$ cat config.mk
export PLATFORM = sky130hd
export DESIGN_NAME = minibus_arbiter
export DESIGN_NICKNAME = d
export VERILOG_FILES = /design/src/rtl/minibus_arbiter.sv
export SDC_FILE = /design/constraint.sdc
export NUM_CORES = 1
export LEC_CHECK = 0
export ABC_AREA = 0
export CAP_MARGIN = 25
export CORE_AREA = 4 4 157 159
export CTS_CLUSTER_DIAMETER = 150
export DETAILED_ROUTE_END_ITERATION = 10
export DIE_AREA = 0 0 161 163
export SYNTH_ARGS = -nofsm -noshare
export SYNTH_HDL_FRONTEND = slang
export SYNTH_SLANG_ARGS = --single-unit
$ cat constraint.sdc
create_clock -name clk -period 3.1 [get_ports clk]
set_clock_uncertainty 0.05 [all_clocks]
set_input_delay 0.775 -clock clk [delete_from_list [all_inputs] [get_ports clk]]
set_output_delay 0.775 -clock clk [all_outputs]
set_load 0.05 [all_outputs]
$ cat src/rtl/minibus_arbiter.sv
// minibus_arbiter: round-robin arbiter granting one of MASTER_COUNT masters access to a single
// minibus decoder port. A grant is taken in IDLE and held for one transaction in BUSY. The
// transaction ends on slave completion, on timeout, or when the owner withdraws its request.
//
// Ports:
//   clk, rst            single clock; synchronous active-high reset
//   m_valid, m_wen      per-master request pending / write select
//   m_addr, m_wdata     per-master request address and write data
//   m_ready, m_err      one-cycle completion / timeout pulses to the granted master
//   m_rdata             shared read data, valid only alongside m_ready (0 otherwise)
//   bus_valid, bus_wen, bus_addr, bus_wdata   granted request toward the decoder
//   bus_ready, bus_rdata                      slave completion and read data
//   grant_id            index of the current owner; 0 when idle
module minibus_arbiter #(
   parameter int unsigned MASTER_COUNT = 4,
   parameter int unsigned ADDR_W       = 32,
   parameter int unsigned DATA_W       = 32,
   parameter int unsigned TIMEOUT      = 255
) (
   input  logic                                 clk,
   input  logic                                 rst,
   input  logic [MASTER_COUNT-1:0]              m_valid,
   input  logic [MASTER_COUNT-1:0]              m_wen,
   input  logic [MASTER_COUNT-1:0][ADDR_W-1:0]  m_addr,
   input  logic [MASTER_COUNT-1:0][DATA_W-1:0]  m_wdata,
   output logic [MASTER_COUNT-1:0]              m_ready,
   output logic [MASTER_COUNT-1:0]              m_err,
   output logic [DATA_W-1:0]                    m_rdata,
   output logic                                 bus_valid,
   output logic                                 bus_wen,
   output logic [ADDR_W-1:0]                    bus_addr,
   output logic [DATA_W-1:0]                    bus_wdata,
   input  logic                                 bus_ready,
   input  logic [DATA_W-1:0]                    bus_rdata,
   output logic [$clog2(MASTER_COUNT)-1:0]      grant_id
);

   localparam int unsigned GrantW = $clog2(MASTER_COUNT);

   typedef enum logic {StIdle, StBusy} state_e;

   state_e              state_q, state_d;
   logic [GrantW-1:0]   grant_q, grant_d;
   logic [GrantW-1:0]   rr_ptr_q, rr_ptr_d;
   logic [15:0]         wait_q, wait_d;

   logic [GrantW-1:0]   next_ptr;
   logic                found;
   int unsigned         idx;

   always_comb begin
      state_d   = state_q;
      grant_d   = grant_q;
      rr_ptr_d  = rr_ptr_q;
      wait_d    = wait_q;
      found     = 1'b0;
      idx       = 0;
      m_ready   = '0;
      m_err     = '0;
      m_rdata   = '0;
      bus_valid = 1'b0;
      bus_wen   = 1'b0;
      bus_addr  = '0;
      bus_wdata = '0;
      grant_id  = '0;
      // Pointer after the current owner, so it gets lowest priority next round.
      next_ptr  = (grant_q == GrantW'(MASTER_COUNT - 1)) ? '0 : grant_q + 1'b1;

      unique case (state_q)
         StIdle: begin
            // First requester at or above rr_ptr, wrapping back to master 0.
            for (int unsigned i = 0; i < MASTER_COUNT; i++) begin
               idx = 32'(rr_ptr_q) + i;
               if (idx >= MASTER_COUNT) begin
                  idx = idx - MASTER_COUNT;
               end
               if (!found && m_valid[GrantW'(idx)]) begin
                  found   = 1'b1;
                  grant_d = GrantW'(idx);
               end
            end
            if (found) begin
               state_d = StBusy;
               wait_d  = '0;
            end
         end
         StBusy: begin
            grant_id = grant_q;
            if (!m_valid[grant_q]) begin
               // Owner withdrew: drop the request silently.
               state_d  = StIdle;
               rr_ptr_d = next_ptr;
            end else begin
               bus_valid = 1'b1;
               bus_wen   = m_wen[grant_q];
               bus_addr  = m_addr[grant_q];
               bus_wdata = m_wdata[grant_q];
               if (bus_ready) begin
                  // Completion wins over a coincident timeout.
                  m_ready[grant_q] = 1'b1;
                  m_rdata          = bus_rdata;
                  state_d          = StIdle;
                  rr_ptr_d         = next_ptr;
               end else if (wait_q == 16'(TIMEOUT)) begin
                  m_err[grant_q] = 1'b1;
                  state_d        = StIdle;
                  rr_ptr_d       = next_ptr;
               end else begin
                  wait_d = wait_q + 16'd1;
               end
            end
         end
         default: state_d = StIdle;
      endcase
   end

   always_ff @(posedge clk) begin
      if (rst) begin
         state_q  <= StIdle;
         grant_q  <= '0;
         rr_ptr_q <= '0;
         wait_q   <= '0;
      end else begin
         state_q  <= state_d;
         grant_q  <= grant_d;
         rr_ptr_q <= rr_ptr_d;
         wait_q   <= wait_d;
      end
   end

endmodule

==> summary.txt <==
Critical path
  • Reg2reg start: grant_q[0]
  • WP buf/inv: 4
  • Worst setup SP type: input port
  • Largest incremental delay on the critical path: ~530 ps
  • Reg2Reg Setup Slack: between 900 and 1000 ps
  • Kind of end point of the critical path: primary output
  • CP arrival: approximately 2200 ps
  • CP Class: input port to primary output
  • CP max FO: 10
  • Largest delay contributor family on the critical path: buffers and inverters
  • CP Cell Sequence: dlygate4sd2_1, mux4_2, nand2_4, inv_6, buf_6, and3_4, buf_12
  • CP max-delay cell: mux4_2
  • Reg2Reg Depth: 6
  • R2r endpoint: rr_ptr_q[0]
  • Data required, critical path: about 2300 ps

Clocking
  • Longest Clk Path Bufs: 2
  • CTS buffer count: 3
  • Worst skew pair latency: approximately 260 ps
  • CTS Root Cell: clkbuf_16
  • Hold_buf cts: 0
  • CTS Sinks: 21
  • Clock-pin slew on the worst setup and hold paths: approximately 60 ps
  • CTS tree: yes
  • Htree depth: 1

Power and ir drop
  • Clock power frac: 0.121
  • PD cells: 237.1 nW/um^2
  • Lkg Pwr: between 3 and 4 nW
  • Switching part of the total: 0.3709
  • NetSw: 0.8551 mW
  • Comb power frac: 0.748
  • Maximum vdd ir drop: around 200 uV
  • Int Power: between 1 and 1.5 mW
  • Seq pwr share: 0.131

Synthesis
  • EDFF count, synth: 0
  • Mapped Cells: 364
  • Yosys cell types: 39
  • Cell Area, Synth: 3567 sq um
  • Mean Syn Cell Area: between 9 and 10 sq um
  • #FFs+latches synth: 21
  • Sequential share of the synthesized area: 0.1179
  • Ys flop type: dfxtp_1
  • Ys Warns: 0
  • Syn Nets: approximately 670
  • Async set-reset flop share out of synthesis: 0

Floorplan
  • Die Y: 163 um
  • Starting Density: 0.1533
  • Std cell rows: 56
  • Core region area: 23260 sq um
  • Die width: ~160 um
  • Num ports: approximately 410
  • Die area: 26240 sq um

Global routing
  • Global-route wire length before repair: 31.52 mm
  • Antenna violations before repair: 2
  • Largest net degree at the start of global routing: 42
  • GR Util All Layers: 0.1545
  • Number of global-route vias before repair: roughly 5100
  • GRT overflow: 0

Detailed routing
  • Metal-1 WL: 7.739 mm
  • Highest routed layer: met4
  • Vias post-DR: around 5000
  • Drt wl/cell: ~20 um
  • Via/cell ratio: 4.539
  • Met2 routed WL: between 10 and 15 mm
  • Initial DRC count: between 200 and 300
  • Post-route DRC: 0
  • DRT Pass-1 Iters: 4
  • Antenna-violating nets left: 0
  • Met3 wire length: between 1.5 and 2 mm
  • WL final: roughly 22 mm

STA
  • Period Utilization, post-route: 0.9863
  • Final hold slack: ~440 ps
  • # setup viols final: 0
  • RSZ-0062 raised after global routing: false
  • Measured slew at the worst slew-check pin: ~540 ps
  • Min cycle time layout: ~3100 ps
  • Final Hold Viols: 0
  • Max-slew headroom: 0.6340
  • Fmax: about 0.33 GHz
  • Slew Limit Fails: 0
  • Setup TNS: 0 ps

Placement
  • Cell count after placement: 1067
  • RD Place Congestion: 0.8582
  • IO Port Bufs: roughly 410
  • HPWL after DPL: between 15 and 20 mm
  • Placed Area: ~9200 sq um

Finish
  • Multi-input logic area: between 3000 and 4000 sq um
  • Commonest non-fill, non-tap cell in the layout: clkdlybuf4s50_1
  • FF/Latch Area: between 400 and 500 sq um
  • Post-route insts no fill: 1076
  • Fin area: slightly below 10000 sq um
  • Most frequent cells in the layout: clkdlybuf4s50_1, buf_12, and3_4
  • Core Util, Final: 0.4180
  • Synth-to-Final Area Change: 172.6%
  • Share of cells above drive strength 1: 0.3836
  • Nets: roughly 1100
  • Fillcell total: roughly 2200

Worst hold path
  • Hold path startpoint: wait_q[15]
  • Hold worst-path end: wait_q[15]
  • HP Class: flop to flop
  • Hold depth: 2

Job
  • Max-Cap Viols: 0

Run status
  • Status: complete, no violations
## power by group through the flow
stage	combinational, mW	sequential [mW]	clock (mW)
floorplan	0.750	0.290	0
detailed placement	1.64	0.308	0
global route	1.81	0.305	0.297
CTS	1.74	0.303	0.286
finish	1.73	0.301	0.279
global placement	1.64	0.308	0
## final cells by class
type,instances,share of cell area
Antenna cell,1,0.0002574
Timing Repair Buffer,436,0.5645
Inverter,6,0.002831
Tap cell,319,0.04105
Multi-Input combinational cell,289,0.3392
Clock inverter,1,0.0005147
Sequential cell,21,0.04388
Clock buffer,3,0.007721
## cells by family after synthesis
kind of cell | after synthesis | synth area share
buffers and inverters | 54 | 0.06489
muxes | 69 | 0.4251
DFF | 21 | 0.1179
AOI/OAI and AO/OA | 43 | 0.08278
adders and majority gates | 5 | 0.01754
and+or+nand+nor | 172 | 0.2918
## cell usage after synthesis (all sizes together), types with 2 or more instances
library cell,count,share of area
clkbuf,33,0.035
a21oi,15,0.021
nor2b,3,0.0053
o2111ai,2,0.0049
nor4,7,0.012
o311ai,3,0.0074
and2,5,0.0088
mux2i,3,0.0084
dfxtp,21,0.12
nand2b,4,0.0070
o211ai,3,0.0063
nand4,5,0.0088
and3,104,0.18
o31ai,9,0.019
and4,3,0.0074
ha,5,0.018
mux4,66,0.42
or4,11,0.024
nor2,5,0.0053
buf,15,0.024
nand2,15,0.016
inv,6,0.0063
o21ai,2,0.0028
nand3,9,0.013
## flip-flops by register name, indices dropped and copies added, names as in the netlist
signal,flops
wait_q,16
rr_ptr_q,2
state_q,1
grant_q,2
## worst min-delay path, cell delays in order (launching register included)
cell and delay, ps:
dfxtp_1 320, o31ai_1 60, a21oi_1 50
## repair_timing
| item | CTS | global route |
|---|---|---|
| setup buffers | 4 | 0 |
| endpoints found under the setup margin | 106 | 0 |
| hold endpoints to repair | 0 | 0 |
| resized for setup | 98 | 0 |
## stage by stage
step           setup slack (ps)  total power [mW]
5_1_grt                   7.631             2.408
3_3_place_gp             -310.7             1.948
2_1_floorplan            -6.702             1.041
6_report                  42.59             2.305
4_1_cts                   54.20             2.329
3_5_place_dp             -325.0             1.952
## per-layer routing
metal / up-vias / track usage
li1: 2291 / -
met1: 2373 / 0.1670
met2: 196 / 0.2953
met3: 24 / 0.05011
met4: 0 / 0.03024
met5: - / 0
## worst max-delay path by stage
| stage | start | endpoint | slack [ps] | cells past startpoint |
|---|---|---|---|---|
| 2_1_floorplan | m_valid[3] | m_rdata[23] | -7 | 6 |
| 3_3_place_gp | m_valid[0] | m_err[3] | -310 | 7 |
| 3_5_place_dp | m_valid[0] | m_err[3] | -330 | 7 |
| 4_1_cts | m_valid[2] | m_rdata[13] | 50 | 7 |
| 5_1_grt | bus_ready | m_rdata[4] | 8 | 4 |
| 6_report | m_valid[2] | m_rdata[16] | 40 | 7 |
Note: power is estimated with default switching activity, not from simulation.
